==> config.mk <==
export PLATFORM = sky130hd
export DESIGN_NAME = tiny_alu_sched
export DESIGN_NICKNAME = d
export VERILOG_FILES = /design/src/rtl/tiny_alu_pkg.sv /design/src/rtl/tiny_alu_rr_arb.sv /design/src/rtl/tiny_alu_sched.sv
export SDC_FILE = /design/constraint.sdc
export NUM_CORES = 1
export LEC_CHECK = 0
export BUFFER_PORTS_ARGS = -buffer_cell sky130_fd_sc_hd__clkbuf_2
export CORE_UTILIZATION = 47
export DETAILED_ROUTE_END_ITERATION = 12
export HOLD_SLACK_MARGIN = 0.06
export PLACE_DENSITY_LB_ADDON = 0.12
export SKIP_LAST_GASP = 1
export SLEW_MARGIN = 20
export SYNTH_ARGS = -nofsm -noshare
export SYNTH_HDL_FRONTEND = slang
export SYNTH_SLANG_ARGS = --single-unit
==> constraint.sdc <==
create_clock -name clk_i -period 3.9 [get_ports clk_i]
set_clock_uncertainty 0.05 [all_clocks]
set_input_delay 0.78 -clock clk_i [delete_from_list [all_inputs] [get_ports clk_i]]
set_output_delay 0.78 -clock clk_i [all_outputs]
set_load 0.02 [all_outputs]
==> src/rtl/tiny_alu_pkg.sv <==
// Shared opcodes, default widths and scheduler state encoding for the tiny ALU cluster.
// Pure declarations: no latency, no flow control.
// Backpressure: not applicable.
package tiny_alu_pkg;

    localparam int DEF_NUM_REQ         = 4;
    localparam int DEF_INPUT_DATA_BITS = 8;
    localparam int DEF_OPCODE_BITS     = 3;
    localparam int DEF_TIMEOUT_CYCLES  = 7;
    localparam int CNT_BITS            = 8;

    localparam logic [2:0] OP_NOP = 3'd0;
    localparam logic [2:0] OP_ADD = 3'd1;
    localparam logic [2:0] OP_AND = 3'd2;
    localparam logic [2:0] OP_XOR = 3'd3;
    localparam logic [2:0] OP_MUL = 3'd4;

    typedef enum logic [1:0] {
        S_IDLE,
        S_ISSUE,
        S_WAIT,
        S_RESP
    } sched_state_t;

endpackage

==> src/rtl/tiny_alu_rr_arb.sv <==
// Rotate-priority picker: first requester after last_grant_i, wrapping modulo NUM_REQ.
// Latency: purely combinational.
// Backpressure: none; the caller decides whether the grant is used.
module tiny_alu_rr_arb #(
    parameter int NUM_REQ = 4,
    parameter int IDX_W   = 2
) (
    input  logic [NUM_REQ-1:0] req_i,
    input  logic [IDX_W-1:0]   last_grant_i,
    output logic [NUM_REQ-1:0] grant_o,
    output logic [IDX_W-1:0]   grant_idx_o
);

    logic             found;
    logic [IDX_W-1:0] idx;

    always_comb begin
        grant_o     = '0;
        grant_idx_o = '0;
        found       = 1'b0;
        idx         = '0;
        for (int i = 1; i <= NUM_REQ; i++) begin
            idx = IDX_W'((int'(last_grant_i) + i) % NUM_REQ);
            if (!found && req_i[idx]) begin
                found       = 1'b1;
                grant_o[idx] = 1'b1;
                grant_idx_o = idx;
            end
        end
    end

endmodule

==> src/rtl/tiny_alu_sched.sv <==
// Round-robin scheduler sharing one ALU between NUM_REQ requesters, one operation in flight.
// Latency: accept T, start T+1, done T+2, response T+3; timeout response at T+2+TIMEOUT_CYCLES.
// Backpressure: ready only in IDLE for the granted requester; responses cannot be stalled.
module tiny_alu_sched
    import tiny_alu_pkg::*;
#(
    parameter int NUM_REQ         = DEF_NUM_REQ,
    parameter int INPUT_DATA_BITS = DEF_INPUT_DATA_BITS,
    parameter int OPCODE_BITS     = DEF_OPCODE_BITS,
    parameter int TIMEOUT_CYCLES  = DEF_TIMEOUT_CYCLES
) (
    input  logic                                 clk_i,
    input  logic                                 reset_i,
    input  logic [NUM_REQ-1:0]                   req_valid_i,
    output logic [NUM_REQ-1:0]                   req_ready_o,
    input  logic [NUM_REQ*INPUT_DATA_BITS-1:0]   req_a_i,
    input  logic [NUM_REQ*INPUT_DATA_BITS-1:0]   req_b_i,
    input  logic [NUM_REQ*OPCODE_BITS-1:0]       req_opcode_i,
    output logic [NUM_REQ-1:0]                   rsp_valid_o,
    output logic [2*INPUT_DATA_BITS-1:0]         rsp_result_o,
    output logic                                 rsp_error_o,
    output logic [INPUT_DATA_BITS-1:0]           alu_a_o,
    output logic [INPUT_DATA_BITS-1:0]           alu_b_o,
    output logic [OPCODE_BITS-1:0]               alu_opcode_o,
    output logic                                 alu_start_o,
    input  logic [2*INPUT_DATA_BITS-1:0]         alu_result_i,
    input  logic                                 alu_done_i
);

    localparam int IDX_W = (NUM_REQ > 1) ? $clog2(NUM_REQ) : 1;
    localparam int DW    = INPUT_DATA_BITS;
    localparam int RW    = 2 * INPUT_DATA_BITS;
    localparam logic [CNT_BITS-1:0] TO_CNT = CNT_BITS'(TIMEOUT_CYCLES);

    logic [DW-1:0]          a_arr  [NUM_REQ];
    logic [DW-1:0]          b_arr  [NUM_REQ];
    logic [OPCODE_BITS-1:0] op_arr [NUM_REQ];

    for (genvar n = 0; n < NUM_REQ; n++) begin : g_unpack
        assign a_arr[n]  = req_a_i[n*DW +: DW];
        assign b_arr[n]  = req_b_i[n*DW +: DW];
        assign op_arr[n] = req_opcode_i[n*OPCODE_BITS +: OPCODE_BITS];
    end

    sched_state_t           state_q;
    logic [IDX_W-1:0]       last_grant_q;
    logic [IDX_W-1:0]       gidx_q;
    logic [DW-1:0]          a_q;
    logic [DW-1:0]          b_q;
    logic [OPCODE_BITS-1:0] op_q;
    logic                   start_q;
    logic [CNT_BITS-1:0]    cnt_q;
    logic [CNT_BITS-1:0]    cnt_d;
    logic [NUM_REQ-1:0]     rsp_valid_q;
    logic [RW-1:0]          result_q;
    logic                   error_q;

    logic [NUM_REQ-1:0]     grant_oh;
    logic [IDX_W-1:0]       grant_idx;
    logic [NUM_REQ-1:0]     gidx_oh;
    logic                   accept;

    tiny_alu_rr_arb #(
        .NUM_REQ (NUM_REQ),
        .IDX_W   (IDX_W)
    ) u_arb (
        .req_i        (req_valid_i),
        .last_grant_i (last_grant_q),
        .grant_o      (grant_oh),
        .grant_idx_o  (grant_idx)
    );

    // Reset gates ready so a request is never acknowledged in a cycle that drops it.
    assign accept      = (state_q == S_IDLE) && (|req_valid_i) && !reset_i;
    assign req_ready_o = accept ? grant_oh : '0;
    assign gidx_oh     = NUM_REQ'(1) << gidx_q;
    assign cnt_d       = cnt_q + CNT_BITS'(1);

    always_ff @(posedge clk_i) begin
        if (reset_i) begin
            state_q      <= S_IDLE;
            last_grant_q <= IDX_W'(NUM_REQ - 1);
            gidx_q       <= '0;
            a_q          <= '0;
            b_q          <= '0;
            op_q         <= '0;
            start_q      <= 1'b0;
            cnt_q        <= '0;
            rsp_valid_q  <= '0;
            result_q     <= '0;
            error_q      <= 1'b0;
        end else begin
            start_q     <= 1'b0;
            rsp_valid_q <= '0;
            case (state_q)
                S_IDLE: begin
                    if (|req_valid_i) begin
                        gidx_q       <= grant_idx;
                        last_grant_q <= grant_idx;
                        a_q          <= a_arr[grant_idx];
                        b_q          <= b_arr[grant_idx];
                        op_q         <= op_arr[grant_idx];
                        start_q      <= 1'b1;
                        state_q      <= S_ISSUE;
                    end
                end
                S_ISSUE: begin
                    cnt_q   <= '0;
                    state_q <= S_WAIT;
                end
                S_WAIT: begin
                    cnt_q <= cnt_d;
                    // A done arriving on the last allowed cycle still wins over the timeout.
                    if (alu_done_i) begin
                        result_q    <= alu_result_i;
                        error_q     <= 1'b0;
                        rsp_valid_q <= gidx_oh;
                        state_q     <= S_RESP;
                    end else if (cnt_d == TO_CNT) begin
                        result_q    <= '0;
                        error_q     <= 1'b1;
                        rsp_valid_q <= gidx_oh;
                        state_q     <= S_RESP;
                    end
                end
                S_RESP: begin
                    state_q <= S_IDLE;
                end
                default: state_q <= S_IDLE;
            endcase
        end
    end

    assign alu_a_o      = a_q;
    assign alu_b_o      = b_q;
    assign alu_opcode_o = op_q;
    assign alu_start_o  = start_q;
    assign rsp_valid_o  = rsp_valid_q;
    assign rsp_result_o = result_q;
    assign rsp_error_o  = error_q;

endmodule

Word level (Yosys, flattened, before mapping)

Cells that the tools add are included.

Multiply operators: 0
Order comparisons: 9
Bitwise operators: 6
Multiplexer cells: 49
Add/subtract/negate cells: 5
Reduce and logical (&&, ||, !) cells: 22
Shift operators: 1
Eq/ne operators: 6
Div/mod/pow operators: 0

Operators with widths:

| cell                | count |
|---|---|
| $bmux 8 s2          | 2 |
| $mux 16             | 2 |
| $mux 8              | 4 |
| $mux 4              | 7 |
| $pmux 8 s2          | 1 |
| $mux 1              | 14 |
| $mux 2              | 7 |
| $lt 2x3->1 const B  | 4 |
| $or 4x4->4          | 3 |
| $logic_and 1x1->1   | 9 |
| $add 8x1->8 const B | 1 |
| $bmux 1 s2          | 4 |
| $demux 1 s2         | 4 |
| $eq 8x3->1 const B  | 1 |
| $ge 2x1->1 const B  | 4 |
| $pmux 2 s4          | 1 |
| $bmux 3 s2          | 1 |
| $mux 3              | 2 |
| $reduce_and 2->1    | 3 |
| $add 2x1->2 const B | 2 |
| $add 2x2->2 const B | 2 |
| $eq 2x2->1 const B  | 2 |
| $logic_not 1->1     | 4 |
| $reduce_bool 2->1   | 2 |
| other kinds (10)    | 12 |

Latch bits: 0
Output and inout bits: 45
Bits in read-only memories: 0
Logic and storage cells: 109
Memory bits (writable): 0
Bits of input ports: 99
Register bits: 55
Memories: 0

Logic depth before layout (Yosys ltp)

Word-level depth: 17
Gate-level depth with buffers: 13
Mapped depth without buffers: 8

Hierarchy

Synthesis repeated with hierarchy kept, for this count alone.

Cells, all modules: 362
Area, all modules: 3188.1 um^2

By module, submodules not included:

| module          | area an instance (um^2) | sequential area each (um^2) | cells an instance | times used |
|---|---|---|---|---|
| tiny_alu_sched  | 2697.6                  | 1101.1                      | 303               | 1 |
| tiny_alu_rr_arb | 490.5                   | 0.0                         | 59                | 1 |

Worst setup path after synthesis

Ideal clock, no wire load.

Path kind: reg-to-output
From: register last_grant_q[0]
To: output port req_ready_o[0]
Buffers on the path: 3
Stages on the path, launching flop included: 12
Path slack: 0.543 ns
Required time: 3.070 ns
Arrival: 2.527 ns
Path through: dfxtp_1 -> buf_2 -> inv_1 -> ha_1 -> buf_6 -> mux4_2 -> nor2b_4 -> buf_6 -> a22oi_1 -> nor2_1 -> a221oi_1 -> nor2_1

Longest elaborated chain between the ends: 14
Elaborated cells between the ends (all ways): 49
Classes of those cells: add/sub: 4; order compare: 8; mux: 24; bitwise: 3; reduce/logical: 10

RTL lines:

| element                                                             | RTL line              | source |
|---|---|---|
| start: declaration                                                  | tiny_alu_sched.sv:46  | `logic [IDX_W-1:0] last_grant_q;` |
| start signal: assignment                                            | tiny_alu_sched.sv:82  | `last_grant_q <= IDX_W'(NUM_REQ - 1);` |
| start signal: assignment                                            | tiny_alu_sched.sv:99  | `last_grant_q <= grant_idx;` |
| parallel branches: the longest is 12 deep, another holds $lt 2x3->1 | n/a                   |  |
| $mux 4 (*)                                                          | tiny_alu_rr_arb.sv:24 | `if (!found && req_i[idx]) begin` |
| $mux 4 (*)                                                          | tiny_alu_sched.sv:75  | `assign req_ready_o = accept ? grant_oh : '0;` |
| end: declaration                                                    | tiny_alu_sched.sv:15  | `output logic [NUM_REQ-1:0] req_ready_o,` |

Mark *: on every way between the ends. The select of a mux whose other input is x is not followed.

Final worst setup path

From: register last_grant_q[0]
To: output port req_ready_o[1]

The elaborated chain is that of the path after synthesis.

==> summary.md <==
| Metric | Value |
|---|---|
| Vias per inst | 5.50 |
| Hold path cells | 2 |
| Share of flip-flops with an asynchronous set or reset | 0 |
| Core area | 7250 um^2 |
| DRC violations left | 0 |
| TritonCTS clock tree | built |
| Post-layout min period | 3.50 ns |
| Slew Limit Fails | 0 |
| Router iterations before antenna repair | 4 |
| Slew headroom | 0.569 |
| First-pass GRT wire length | 14.0 mm |
| Post-Syn Area | 3530 um^2 |
| Post-CTS sizing | 0 |
| Most common cell after layout, fill and taps aside | clkbuf_2 |
| Sequential fraction of the synthesis area | 0.312 |
| Syn_nets | 520 |
| Routability Congestion | 0.851 |
| H-Tree Level Count | 2 |
| Worst Hold Class | flip-flop to flip-flop |
| Setup_tns | 0 ns |
| Largest net degree at the start of global routing | 40 |
| Detailed Route Iter0 Violations | 165 |
| Reg clk slew, reported paths | 0.11 ns |
| Die H | 88.7 um |
| Leakage | 0.00195 uW |
| Prevailing post-synth register cell | dfxtp_1 |
| Distinct cells, synth | 52 |
| Grt ovf | 0 |
| Status | completed |
| Final WL | 9.15 mm |
| Tot GR Track Use | 0.226 |
| Req. time, crit path | 3.07 ns |
| Post-CTS Hold Buffers | 0 |
| Crit path kind | flip-flop to primary output |
| Num CTS Buffers | 5 |
| Final Hold Vio Count | 0 |
| Worst Path Max Fanout | 9 |
| Initial Util | 0.487 |
| P&R area growth vs syn | 22.8% |
| Crit share post-route | 0.898 |
| Post-DP HPWL | 6.76 mm |
| Total power | 3180 uW |
| Clk buf depth | 2 |
| Commonest cells after routing, fill and taps aside | clkbuf_2, dfxtp_1, nand2_1 |
| Mapped Cells | 408 |
| Startpoint types | flip-flop |
| Site Rows | 31 |
| Mapped Avg Cell Area | 8.66 um^2 |
| Reg2reg path depth | 9 |
| Slew @ Worst Pin | 0.644 ns |
| Flops & latches, synth | 55 |
| Min setup slack post-route | 0.399 ns |
| CTS sink count | 55 |
| Antenna violations before repair | 0 |
| Io pins | 144 |
| Antenna viol nets, final | 0 |
| Worst setup EP type | primary output |
| Worst skew pair latency | 0.32 ns |
| DIE WIDTH | 88.7 um |
| EDFF count, synth | 0 |
| VDD IR-drop max | 0.623 mV |
| Pwr per Cell Area | 732 nW/um^2 |
| F_max | 0.286 GHz |
| WHS | 0.417 ns |
| Vias in the first global route | 3014 |
| Crit path DAT | 2.67 ns |
| Die Area | 7870 um^2 |
| CTS Root Buffer Type | clkbuf_8 |
| Post-CTS setup buffer count | 0 |
| Ratio of cells with drive above 1 in the final layout | 0.403 |
| RSZ-0062 raised after global routing | no |
| Max-cap violations | 0 |
| Inserted Diodes | 0 |
| Synth Warn # | 0 |
| DR vias | 3473 |
| Layout Nets | 644 |
| Final setup viols | 0 |
| IO buf count | 143 |
| Dpl ws | 0.738 ns |
| DR WL/cell | 14.5 um |
## cell families after synthesis
kind of cell	count (synthesis)	share of synthesized area
XOR/XNOR	1	0.00248
AO/OA/AOI/OAI	135	0.314
flip-flops	55	0.312
multiplexers	7	0.0311
buffers and inverters	50	0.0758
AND/OR/NAND/NOR	147	0.219
adder cells (fa/ha/maj)	13	0.0460
## routing by layer
metal,wire (um),vias to the layer above,global-route usage
li1,-,1748,-
met1,3840,1570,0.280
met2,4420,141,0.385
met3,741,14,0.0616
met4,153,0,0.0660
met5,0,-,0
## flip-flops by register name (all words and copies together), names as in the netlist
register	flops
alu_a_o	8
alu_b_o	8
alu_opcode_o	3
alu_start_o	1
cnt_q	8
gidx_q	2
last_grant_q	2
rsp_error_o	1
rsp_result_o	16
rsp_valid_o	4
state_q	2
## critical path: stages (launching register included)
cell and delay [ns]:
dfxtp_1 0.34, inv_1 0.11, ha_1 0.47, mux4_2 0.58, nor2b_4 0.19, a22oi_1 0.15, nor2_1 0.06, a221oi_1 0.23
nor2_1 0.08, clkbuf_2 0.16
## metrics by stage
stage / utilization / cells / area [um^2]
finish: 0.598 / 632 / 4340
floorplan: - / 408 / 3530
global placement: 0.585 / 624 / 4250
CTS: 0.598 / 632 / 4340
global route: 0.598 / 632 / 4340
detailed placement: 0.585 / 624 / 4250
## Yosys cell counts, types with 2 or more instances
library cell | count | area (um^2)
a21oi_1 | 25 | 125
nand2_1 | 51 | 191
ha_1 | 13 | 163
and3_1 | 35 | 219
a32oi_1 | 3 | 26.3
buf_6 | 8 | 90.1
dfxtp_1 | 55 | 1100
a211oi_2 | 20 | 250
and3_4 | 6 | 67.6
nor3_1 | 6 | 30.0
nor2_1 | 25 | 93.8
a211oi_1 | 21 | 158
nand4_1 | 2 | 12.5
nand2b_1 | 5 | 31.3
o21ai_0 | 19 | 95.1
o21a_1 | 2 | 15.0
o21ai_1 | 2 | 10.0
nor2b_1 | 3 | 18.8
buf_4 | 3 | 22.5
o311ai_0 | 2 | 17.5
o31ai_1 | 6 | 45.0
and2_1 | 2 | 12.5
o31ai_2 | 15 | 188
nand3_1 | 2 | 10.0
mux2_2 | 2 | 22.5
a221oi_1 | 4 | 35.0
buf_1 | 2 | 7.51
nor4b_1 | 2 | 17.5
clkbuf_1 | 17 | 63.8
inv_1 | 13 | 48.8
mux2i_1 | 2 | 20.0
a22oi_1 | 7 | 52.6
mux4_2 | 3 | 67.6
buf_2 | 7 | 35.0
## area by class of cell
cell class	count	area [um^2]
Timing Repair Buffer	154	798
Multi-Input combinational cell	303	2170
Sequential cell	55	1100
Tap cell	99	124
Inverter	13	48.8
Clock buffer	5	68.8
Clock inverter	3	25.0
Fill cell	694	2910
## power by group
part           switching, uW  internal (uW)  leakage [uW]  total, uW
clock                    198            129     0.0000443        327
combinational           1280            829       0.00145       2110
sequential              61.8            680      0.000450        742
total                   1540           1640       0.00195       3180
## final timing paths
check / from / endpoint / slack [ns]
worst min-delay path: alu_opcode_o[2] / alu_opcode_o[2] / 0.42
worst max-delay path: last_grant_q[0] / req_ready_o[1] / 0.40
worst max register to register: last_grant_q[0] / alu_b_o[2] / 0.80
worst min register to register: alu_opcode_o[2] / alu_opcode_o[2] / 0.42
Power figures use the tool's default switching activity.
